--- config.mk ---
export PLATFORM = sky130hd
export DESIGN_NAME = uart_rx
export DESIGN_NICKNAME = d
export VERILOG_FILES = /design/src/rtl/uart_pkg.sv /design/src/rtl/uart_rx_bit_timer.sv /design/src/rtl/uart_rx.sv
export SDC_FILE = /design/constraint.sdc
export NUM_CORES = 1
export LEC_CHECK = 0
export CORE_MARGIN = 3
export CORE_UTILIZATION = 57
export DETAILED_ROUTE_END_ITERATION = 8
export PLACE_DENSITY = 0.77
export SLEW_MARGIN = 20
export SYNTH_ARGS = -nofsm -noshare
export SYNTH_HDL_FRONTEND = slang
export SYNTH_SLANG_ARGS = --single-unit
--- constraint.sdc ---
create_clock -name CLK -period 2.3 [get_ports CLK]
set_input_delay 0.46 -clock CLK [delete_from_list [all_inputs] [get_ports CLK]]
set_output_delay 0.46 -clock CLK [all_outputs]
set_load 0.1 [all_outputs]
--- src/rtl/uart_pkg.sv ---
// Shared UART definitions: FSM state encoding and bit-timing constants,
// used by both the receiver and the transmitter.
package uart_pkg;

   typedef logic [2:0] state_t;

   localparam state_t ST_IDLE   = 3'd0;
   localparam state_t ST_START  = 3'd1;
   localparam state_t ST_DATA   = 3'd2;
   localparam state_t ST_PARITY = 3'd3;
   localparam state_t ST_STOP   = 3'd4;

   function automatic int clks_per_bit(input int clk_freq, input int baud_rate);
      return clk_freq / baud_rate;
   endfunction

   function automatic int mid_offset(input int cpb);
      return cpb / 2;
   endfunction

endpackage

--- src/rtl/uart_rx_bit_timer.sv ---
// Clock-per-bit counter for the UART receiver. Produces a mid-bit tick and a
// full-bit tick; the counter wraps on the full-bit tick and restarts on clear.
module uart_rx_bit_timer #(
   parameter int CLKS_PER_BIT = 16,
   parameter int MID_OFFSET   = 8
) (
   input  logic i_clk,
   input  logic i_rst_n,
   input  logic i_clear,
   output logic o_mid_tick,
   output logic o_full_tick
);

   localparam int CNT_W = (CLKS_PER_BIT > 1) ? $clog2(CLKS_PER_BIT) : 1;
   localparam logic [CNT_W-1:0] MID_LAST  = CNT_W'(MID_OFFSET - 1);
   localparam logic [CNT_W-1:0] FULL_LAST = CNT_W'(CLKS_PER_BIT - 1);

   logic [CNT_W-1:0] r_cnt;

   // NOTE: state registers use non-blocking assignments so every flop samples
   // pre-edge values; blocking here would create order-dependent simulation.
   always_ff @(posedge i_clk or negedge i_rst_n) begin
      if (!i_rst_n) begin
         r_cnt <= '0;
      end else if (i_clear || (r_cnt == FULL_LAST)) begin
         r_cnt <= '0;
      end else begin
         r_cnt <= r_cnt + CNT_W'(1);
      end
   end

   assign o_mid_tick  = (r_cnt == MID_LAST);
   assign o_full_tick = (r_cnt == FULL_LAST);

endmodule

--- src/rtl/uart_rx.sv ---
// UART receiver: synchronized, edge-triggered start detection, mid-bit
// sampling, optional even/odd parity and one-cycle result pulses.
module uart_rx
   import uart_pkg::*;
#(
   parameter int CLK_freq     = 200_000_000,
   parameter int BAUD_RATE    = 9600,
   parameter int P_data_width = 8
) (
   input  logic                    CLK,
   input  logic                    RST,
   input  logic                    RX_IN,
   input  logic                    PAR_EN,
   input  logic                    PAR_TYP,
   output logic [P_data_width-1:0] P_DATA,
   output logic                    DATA_VALID,
   output logic                    PAR_ERR,
   output logic                    STP_ERR,
   output logic                    Busy
);

   localparam int CLKS_PER_BIT = clks_per_bit(CLK_freq, BAUD_RATE);
   localparam int MID_OFFSET   = mid_offset(CLKS_PER_BIT);
   localparam int BIT_W        = (P_data_width > 1) ? $clog2(P_data_width) : 1;
   localparam logic [BIT_W-1:0] LAST_BIT = BIT_W'(P_data_width - 1);

   state_t                  r_state;
   logic                    r_sync1;
   logic                    r_sync2;
   logic                    r_prev;
   logic [P_data_width-1:0] r_shift;
   logic [BIT_W-1:0]        r_bit_idx;
   logic                    r_par_en;
   logic                    r_par_typ;
   logic                    r_par_bit;

   logic w_fall;
   logic w_mid_tick;
   logic w_full_tick;
   logic w_timer_clear;
   logic w_par_bad;
   logic w_stop_bad;

   // NOTE: synchronizer and edge flops reset to the idle-high level so that
   // releasing reset with the line idle never looks like a start edge.
   always_ff @(posedge CLK or negedge RST) begin
      if (!RST) begin
         r_sync1 <= 1'b1;
         r_sync2 <= 1'b1;
         r_prev  <= 1'b1;
      end else begin
         r_sync1 <= RX_IN;
         r_sync2 <= r_sync1;
         r_prev  <= r_sync2;
      end
   end

   assign w_fall        = r_prev & ~r_sync2;
   assign w_timer_clear = (r_state == ST_IDLE) || ((r_state == ST_START) && w_mid_tick);
   assign w_par_bad     = r_par_en & ((^r_shift ^ r_par_bit) != r_par_typ);
   assign w_stop_bad    = ~r_sync2;
   assign Busy          = (r_state != ST_IDLE);

   uart_rx_bit_timer #(
      .CLKS_PER_BIT(CLKS_PER_BIT),
      .MID_OFFSET  (MID_OFFSET)
   ) u_bit_timer (
      .i_clk      (CLK),
      .i_rst_n    (RST),
      .i_clear    (w_timer_clear),
      .o_mid_tick (w_mid_tick),
      .o_full_tick(w_full_tick)
   );

   always_ff @(posedge CLK or negedge RST) begin
      if (!RST) begin
         r_state    <= ST_IDLE;
         r_shift    <= '0;
         r_bit_idx  <= '0;
         r_par_en   <= 1'b0;
         r_par_typ  <= 1'b0;
         r_par_bit  <= 1'b0;
         P_DATA     <= '0;
         DATA_VALID <= 1'b0;
         PAR_ERR    <= 1'b0;
         STP_ERR    <= 1'b0;
      end else begin
         DATA_VALID <= 1'b0;
         PAR_ERR    <= 1'b0;
         STP_ERR    <= 1'b0;
         case (r_state)
            ST_IDLE: begin
               if (w_fall) begin
                  r_state   <= ST_START;
                  r_par_en  <= PAR_EN;
                  r_par_typ <= PAR_TYP;
               end
            end
            ST_START: begin
               if (w_mid_tick) begin
                  r_bit_idx <= '0;
                  r_state   <= r_sync2 ? ST_IDLE : ST_DATA;
               end
            end
            ST_DATA: begin
               if (w_full_tick) begin
                  r_shift <= {r_sync2, r_shift[P_data_width-1:1]};
                  if (r_bit_idx == LAST_BIT) begin
                     r_state <= r_par_en ? ST_PARITY : ST_STOP;
                  end else begin
                     r_bit_idx <= r_bit_idx + BIT_W'(1);
                  end
               end
            end
            ST_PARITY: begin
               if (w_full_tick) begin
                  r_par_bit <= r_sync2;
                  r_state   <= ST_STOP;
               end
            end
            ST_STOP: begin
               // Result is issued on the cycle following the stop-bit sample.
               if (w_full_tick) begin
                  r_state <= ST_IDLE;
                  PAR_ERR <= w_par_bad;
                  STP_ERR <= w_stop_bad;
                  if (!w_par_bad && !w_stop_bad) begin
                     P_DATA     <= r_shift;
                     DATA_VALID <= 1'b1;
                  end
               end
            end
            default: r_state <= ST_IDLE;
         endcase
      end
   end

endmodule
# Word level (Yosys, flattened, before mapping)
# Index checks and enable logic that the tools add are counted.
word_totals:
  inputBits: 5
  elab_cells: 71
  out_inout_bits: 12
  regBits: 46
classes:
  n_mux: 21
  n_reduce_logical: 15
  addsub: 2
  bitwise_logic: 4
  n_eq_ne: 15
ops:
  columns: ["cell", "count"]
  rows:
  - ["3-bit 2-to-1 mux", 10]
  - ["15-bit by 1-bit adder with 15-bit output (second input constant)", 1]
  - ["15-bit by 14-bit equality test with 1-bit output (second input constant)", 1]
  - ["15-bit equality test (second input constant)", 1]
  - ["15-bit 2-to-1 mux", 1]
  - ["3-bit case mux with 5 select lines", 1]
  - ["2-bit inequality test (second input constant)", 4]
  - ["8-bit XOR reduction", 1]
  - ["1-bit 2-to-1 mux", 7]
  - ["3-bit by 2-bit equality test with 1-bit output (second input constant)", 2]
  - ["3-bit equality test (second input constant)", 2]
  - ["2-bit by 1-bit inequality test with 1-bit output (second input constant)", 3]
  - ["3-bit case mux with 2 select lines", 1]
  - ["2-bit AND reduction", 3]
  - ["6-bit AND reduction", 1]
  - ["4-bit AND reduction", 1]
  - ["3-bit by 1-bit adder with 3-bit output (second input constant)", 1]
  - ["3-bit by 1-bit equality test with 1-bit output (second input constant)", 1]
  - ["3-bit zero test", 1]
  - ["3-bit AND reduction", 1]
  - ["3-bit nonzero test", 1]
  - ["1-bit AND", 2]
  - ["1-bit logical AND", 2]
  - ["1-bit logical OR", 2]
  - ["other kinds (6)", 6]

# Logic depth before layout (Yosys ltp)
depth:
  depth_word: 9
  mapped_depth: 9
  depth_no_buf: 7

# Modules after synthesis
# Synthesis repeated with hierarchy kept, for this count alone.
unflattened:
  cells_unflattened: 191
  area_unflattened_um2: 2180.8
modules_own_cells:
  columns: ["mod", "area_per_inst_um2", "cells_per_inst", "instances", "seq_area_each_um2"]
  rows:
  - ["uart_rx", 1368.8, 106, 1, 779.5]
  - ["uart_rx_bit_timer", 812.0, 85, 1, 375.4]

# Least setup slack after synthesis
# OpenSTA, ideal clock, no wires.
synth_path:
  path_kind: "register to register"
  startpoint: "reg r_state[2]"
  endpoint: "reg r_par_en"
  n_path_buf: 0
  arrival_ns: 1.812
  setup_ns: 0.125
  setup_slack_ns: 0.363
  path_stages_with_launch: 5
  period_less_slack_ns: 1.937
  required_ns: 2.175
  cell_sequence: "dfrtp_1 nor3_1 inv_1 or3_1 mux2_2"
synth_via:
  elab_chain_cells: 2
synth_lines:
  columns: ["element", "line_no", "source"]
  rows:
  - ["start: declaration", "uart_rx.sv:27", "state_t r_state;"]
  - ["start signal: assignment", "uart_rx.sv:102", "r_state <= r_sync2 ? ST_IDLE : ST_DATA;"]
  - ["start signal: assignment", "uart_rx.sv:109", "r_state <= r_par_en ? ST_PARITY : ST_STOP;"]
  - ["3-bit zero test", "uart_rx.sv:91", "case (r_state)"]
  - ["2-bit AND reduction (no line)", null, null]
  - ["end signal: assignment", "uart_rx.sv:80", "r_par_en <= 1'b0;"]
  - ["end signal: assignment", "uart_rx.sv:95", "r_par_en <= PAR_EN;"]
  - ["end: declaration", "uart_rx.sv:33", "logic r_par_en;"]
# No other way between the ends.
# A chain may end at the register's enable or synchronous reset.

# Worst setup path in the final report
layout_path:
  startpoint: "reg u_bit_timer.r_cnt[4]"
  endpoint: "reg r_state[1]"
layout_via:
  elab_chain_cells: 3
  word_cells_on_any_way: 7
  classes_between: "eq/ne: 6; reduce/logical: 1"
layout_lines:
  columns: ["element", "line_no", "source"]
  rows:
  - ["start: declaration", "uart_rx_bit_timer.sv:18", "logic [CNT_W-1:0] r_cnt;"]
  - ["start signal: assignment", "uart_rx_bit_timer.sv:28", "r_cnt <= r_cnt + CNT_W'(1);"]
  - ["15-bit equality test or 15-bit by 14-bit equality test with 1-bit output (tied branches)", "uart_rx_bit_timer.sv:33, uart_rx_bit_timer.sv:32", null]
  - ["2-bit by 1-bit inequality test with 1-bit output (no line) or 2-bit inequality test (tied branches)", null, null]
  - ["6-bit AND reduction (no line) *", null, null]
# Mark *: on every way between the ends. The rest lies on a longest branch, timed or not.

==> impl_metrics.json <==
{
  "outcome": "completed",
  "final_cell_mix": "dfrtp_1, nor2_1, mux2_2, buf_4, xnor2_1",
  "synthTopCellsByArea": "dfrtp_1, mux2_2, xnor2_1",
  "crit_buf_inv": 1,
  "dr_total_vias": 1438,
  "synth-warning-count": 0,
  "async_flop_share_pct": 100,
  "hold_viol_final": 0,
  "critPathArrivalTime_ns": 2.24,
  "hold_buffers": 0,
  "syn_nets": 193,
  "required_ns": 2.48,
  "port_buffers": 16,
  "cts_root_buffer": "clkbuf_8",
  "final_antenna_net_count": 0,
  "power_switching_mw": 0.751,
  "via_per_inst": 5.66,
  "synth_seq_cells": 46,
  "worst_pin_slew_ns": 0.636,
  "diodes": 0,
  "clock.fmax_mhz": 486,
  "power.internal_mw": 1.33,
  "cpPeakStageDelay_ns": 0.43,
  "min_period_over_period_pct": 89.5,
  "skew_ns": 0.00836,
  "drt-initial-drc-count": 87,
  "fin_crit_ns": 2.06,
  "start_util_pct": 61.5,
  "cts_buffers": 5,
  "critPathKind": "flop to flop",
  "ys.flop_type": "dfrtp_1",
  "synth.distinct_cells": 38,
  "synth_top_area_share_pct": 50.1,
  "finalPower_mw": 2.08,
  "final_common_cell": "dfrtp_1",
  "syn_area_per_cell_um2": 11.7,
  "critPathMaxFanout": 6,
  "synth_edf_count": 0,
  "die_y_um": 67.4,
  "p_seq_share_pct": 47.2,
  "combinationalPowerShare_pct": 28.5,
  "fin_nets": 216,
  "tritoncts": "yes",
  "fill_cells": 254,
  "cts_resized": 0,
  "die_x_um": 67.4,
  "synthCells": 184,
  "powerDensity_mw_per_mm2": 858,
  "crit_path_end_kind": "flop",
  "setup_tns_ns": 0,
  "grt_use_total_pct": 19.9,
  "wl_per_cell_um": 15.1,
  "io_pins": 17,
  "critPathSlowestCell": "dfrtp_1",
  "grt_pass1_vias": 1464,
  "cap_violations": 0,
  "yosysTopAreaCell": "dfrtp_1",
  "grt-ovfl-total": 0,
  "hold_path.class": "input port to async pin",
  "antenna_found_initial": 0,
  "finalMaxSlewViolations": 0,
  "cp-start-kind": "flop",
  "cts_htree_levels": 2,
  "rows": 21,
  "insertion_delay_ns": 0.29,
  "grt_pass1_wl_mm": 6.76,
  "rsz0062_at_grt": "false",
  "clkPwrFrac_pct": 24.2,
  "layout-drive-gt1-share_pct": 24.0,
  "clkTransAtPathRegs_ns": 0.09,
  "crit_family": "simple AND/OR/NAND/NOR gates",
  "clock_sinks": 46,
  "wirelength_mm": 3.85,
  "path_cells": "nor4b_2, and4b_1, buf_4, o21bai_1, nand3_1, mux2_2",
  "syn2layout_area_growth_pct": 12.9,
  "core_region_area_mm2": 0.00349,
  "place_congestion": 0.802,
  "netSwitchingFraction_pct": 36.1,
  "die_area_mm2": 0.00454,
  "r2r_cells": 6,
  "drc": 0,
  "place_hpwl_mm": 2.76,
  "seq_area_frac_synth_pct": 53.7,
  "leakage_nw": 1.15,
  "grt_max_degree": 31,
  "cts_buffer_depth": 2,
  "cp_num_cells": 6,
  "finalSetupViolations": 0,
  "drtPass1Iterations": 4,
  "max_slew_margin_pct": 57.6,
  "synth_area_mm2": 0.00215,
  "cts_setup_buffers": 0,
  "max-vdd-ir-drop_v": 0.000595
}
==> worst paths after layout <==
path	start	slack, ns	to
setup reg to reg	u_bit_timer.r_cnt[4]$_DFF_PN0_	0.24	r_state[1]$_DFFE_PN0P_
min in group CLK	r_sync1$_DFF_PN1_	0.35	r_sync2$_DFF_PN1_
max in group asynchronous	RST	1.54	u_bit_timer.r_cnt[2]$_DFF_PN0_
setup / recovery	u_bit_timer.r_cnt[4]$_DFF_PN0_	0.24	r_state[1]$_DFFE_PN0P_
hold reg to reg	r_sync1$_DFF_PN1_	0.35	r_sync2$_DFF_PN1_
hold / removal	RST	0.19	r_shift[7]$_DFFE_PN0P_
==> cells by family (layout without fill, tap and decap cells) <==
logic type | count (synthesis) | in the layout | synth area share [%]
AO/OA/AOI/OAI | 16 | 16 | 5.41
buffers and inverters | 12 | 36 | 2.68
flip-flops | 46 | 46 | 53.7
multiplexers | 20 | 20 | 10.5
AND/OR/NAND/NOR | 65 | 65 | 16.2
adder cells (fa/ha/maj) | 4 | 4 | 2.33
XOR/XNOR | 21 | 21 | 9.20
==> sequential cells by signal (all words and copies together) (netlist names) <==
name and flops:
r_shift 8, r_sync2 1, r_par_en 1, DATA_VALID 1, r_par_bit 1, r_bit_idx 3, STP_ERR 1, r_sync1 1
r_prev 1, r_par_typ 1, r_state 3, P_DATA 8, PAR_ERR 1, u_bit_timer.r_cnt 15
==> cell usage after synthesis (2+ instances only) <==
cell type and number:
a32o_1 2, and3_1 4, dfrtp_1 43, dfstp_2 3, ha_1 4, inv_1 9, mux2_2 20, nand2_1 11
nand3_1 5, nand4_1 3, nor2_1 21, nor2b_1 5, nor3_1 3, nor4b_1 2, o21ai_0 5, o22ai_1 3
or3_1 2, xnor2_1 14, xor2_1 6
==> metal layers <==
metal | vias to the layer above | GRT usage [%] | wire length [um]
met1 | 715 | 27.2 | 1750
met2 | 35 | 31.7 | 1900
met5 | - | 0 | 0
li1 | 684 | - | -
met4 | 0 | 7.09 | 36
met3 | 4 | 3.99 | 157
==> power by group through the flow <==
| stage | Sequential, mW | Clock (mW) | Combinational (mW) |
|---|---|---|---|
| floorplan | 0.970 | 0 | 0.488 |
| global placement | 0.986 | 0 | 0.552 |
| detailed placement | 0.995 | 0 | 0.577 |
| CTS | 0.979 | 0.516 | 0.590 |
| global route | 0.998 | 0.551 | 0.645 |
| finish | 0.984 | 0.505 | 0.594 |
==> cell type report <==
class	count	area, um2	area share (%)
Clock inverter	2	12.5	0.516
Tap cell	46	57.6	2.37
Sequential cell	46	1150	47.6
Inverter	9	33.8	1.39
Multi-Input combinational cell	126	937	38.6
Timing Repair Buffer	19	148	6.09
Clock buffer	6	82.6	3.40
==> metrics by stage <==
step | setup WS [ns] | instance area [um2] | utilization, % | hold slack (ns) | std cells
2_1_floorplan | 0.363 | 2150 | - | 0.164 | 184
3_3_place_gp | 0.304 | 2330 | 66.7 | 0.346 | 246
3_5_place_dp | 0.241 | 2330 | 66.7 | 0.351 | 246
4_1_cts | 0.232 | 2430 | 69.4 | 0.207 | 254
5_1_grt | 0.0749 | 2430 | 69.4 | 0.229 | 254
6_report | 0.241 | 2430 | 69.4 | 0.186 | 254
Power figures use the tool's default switching activity.
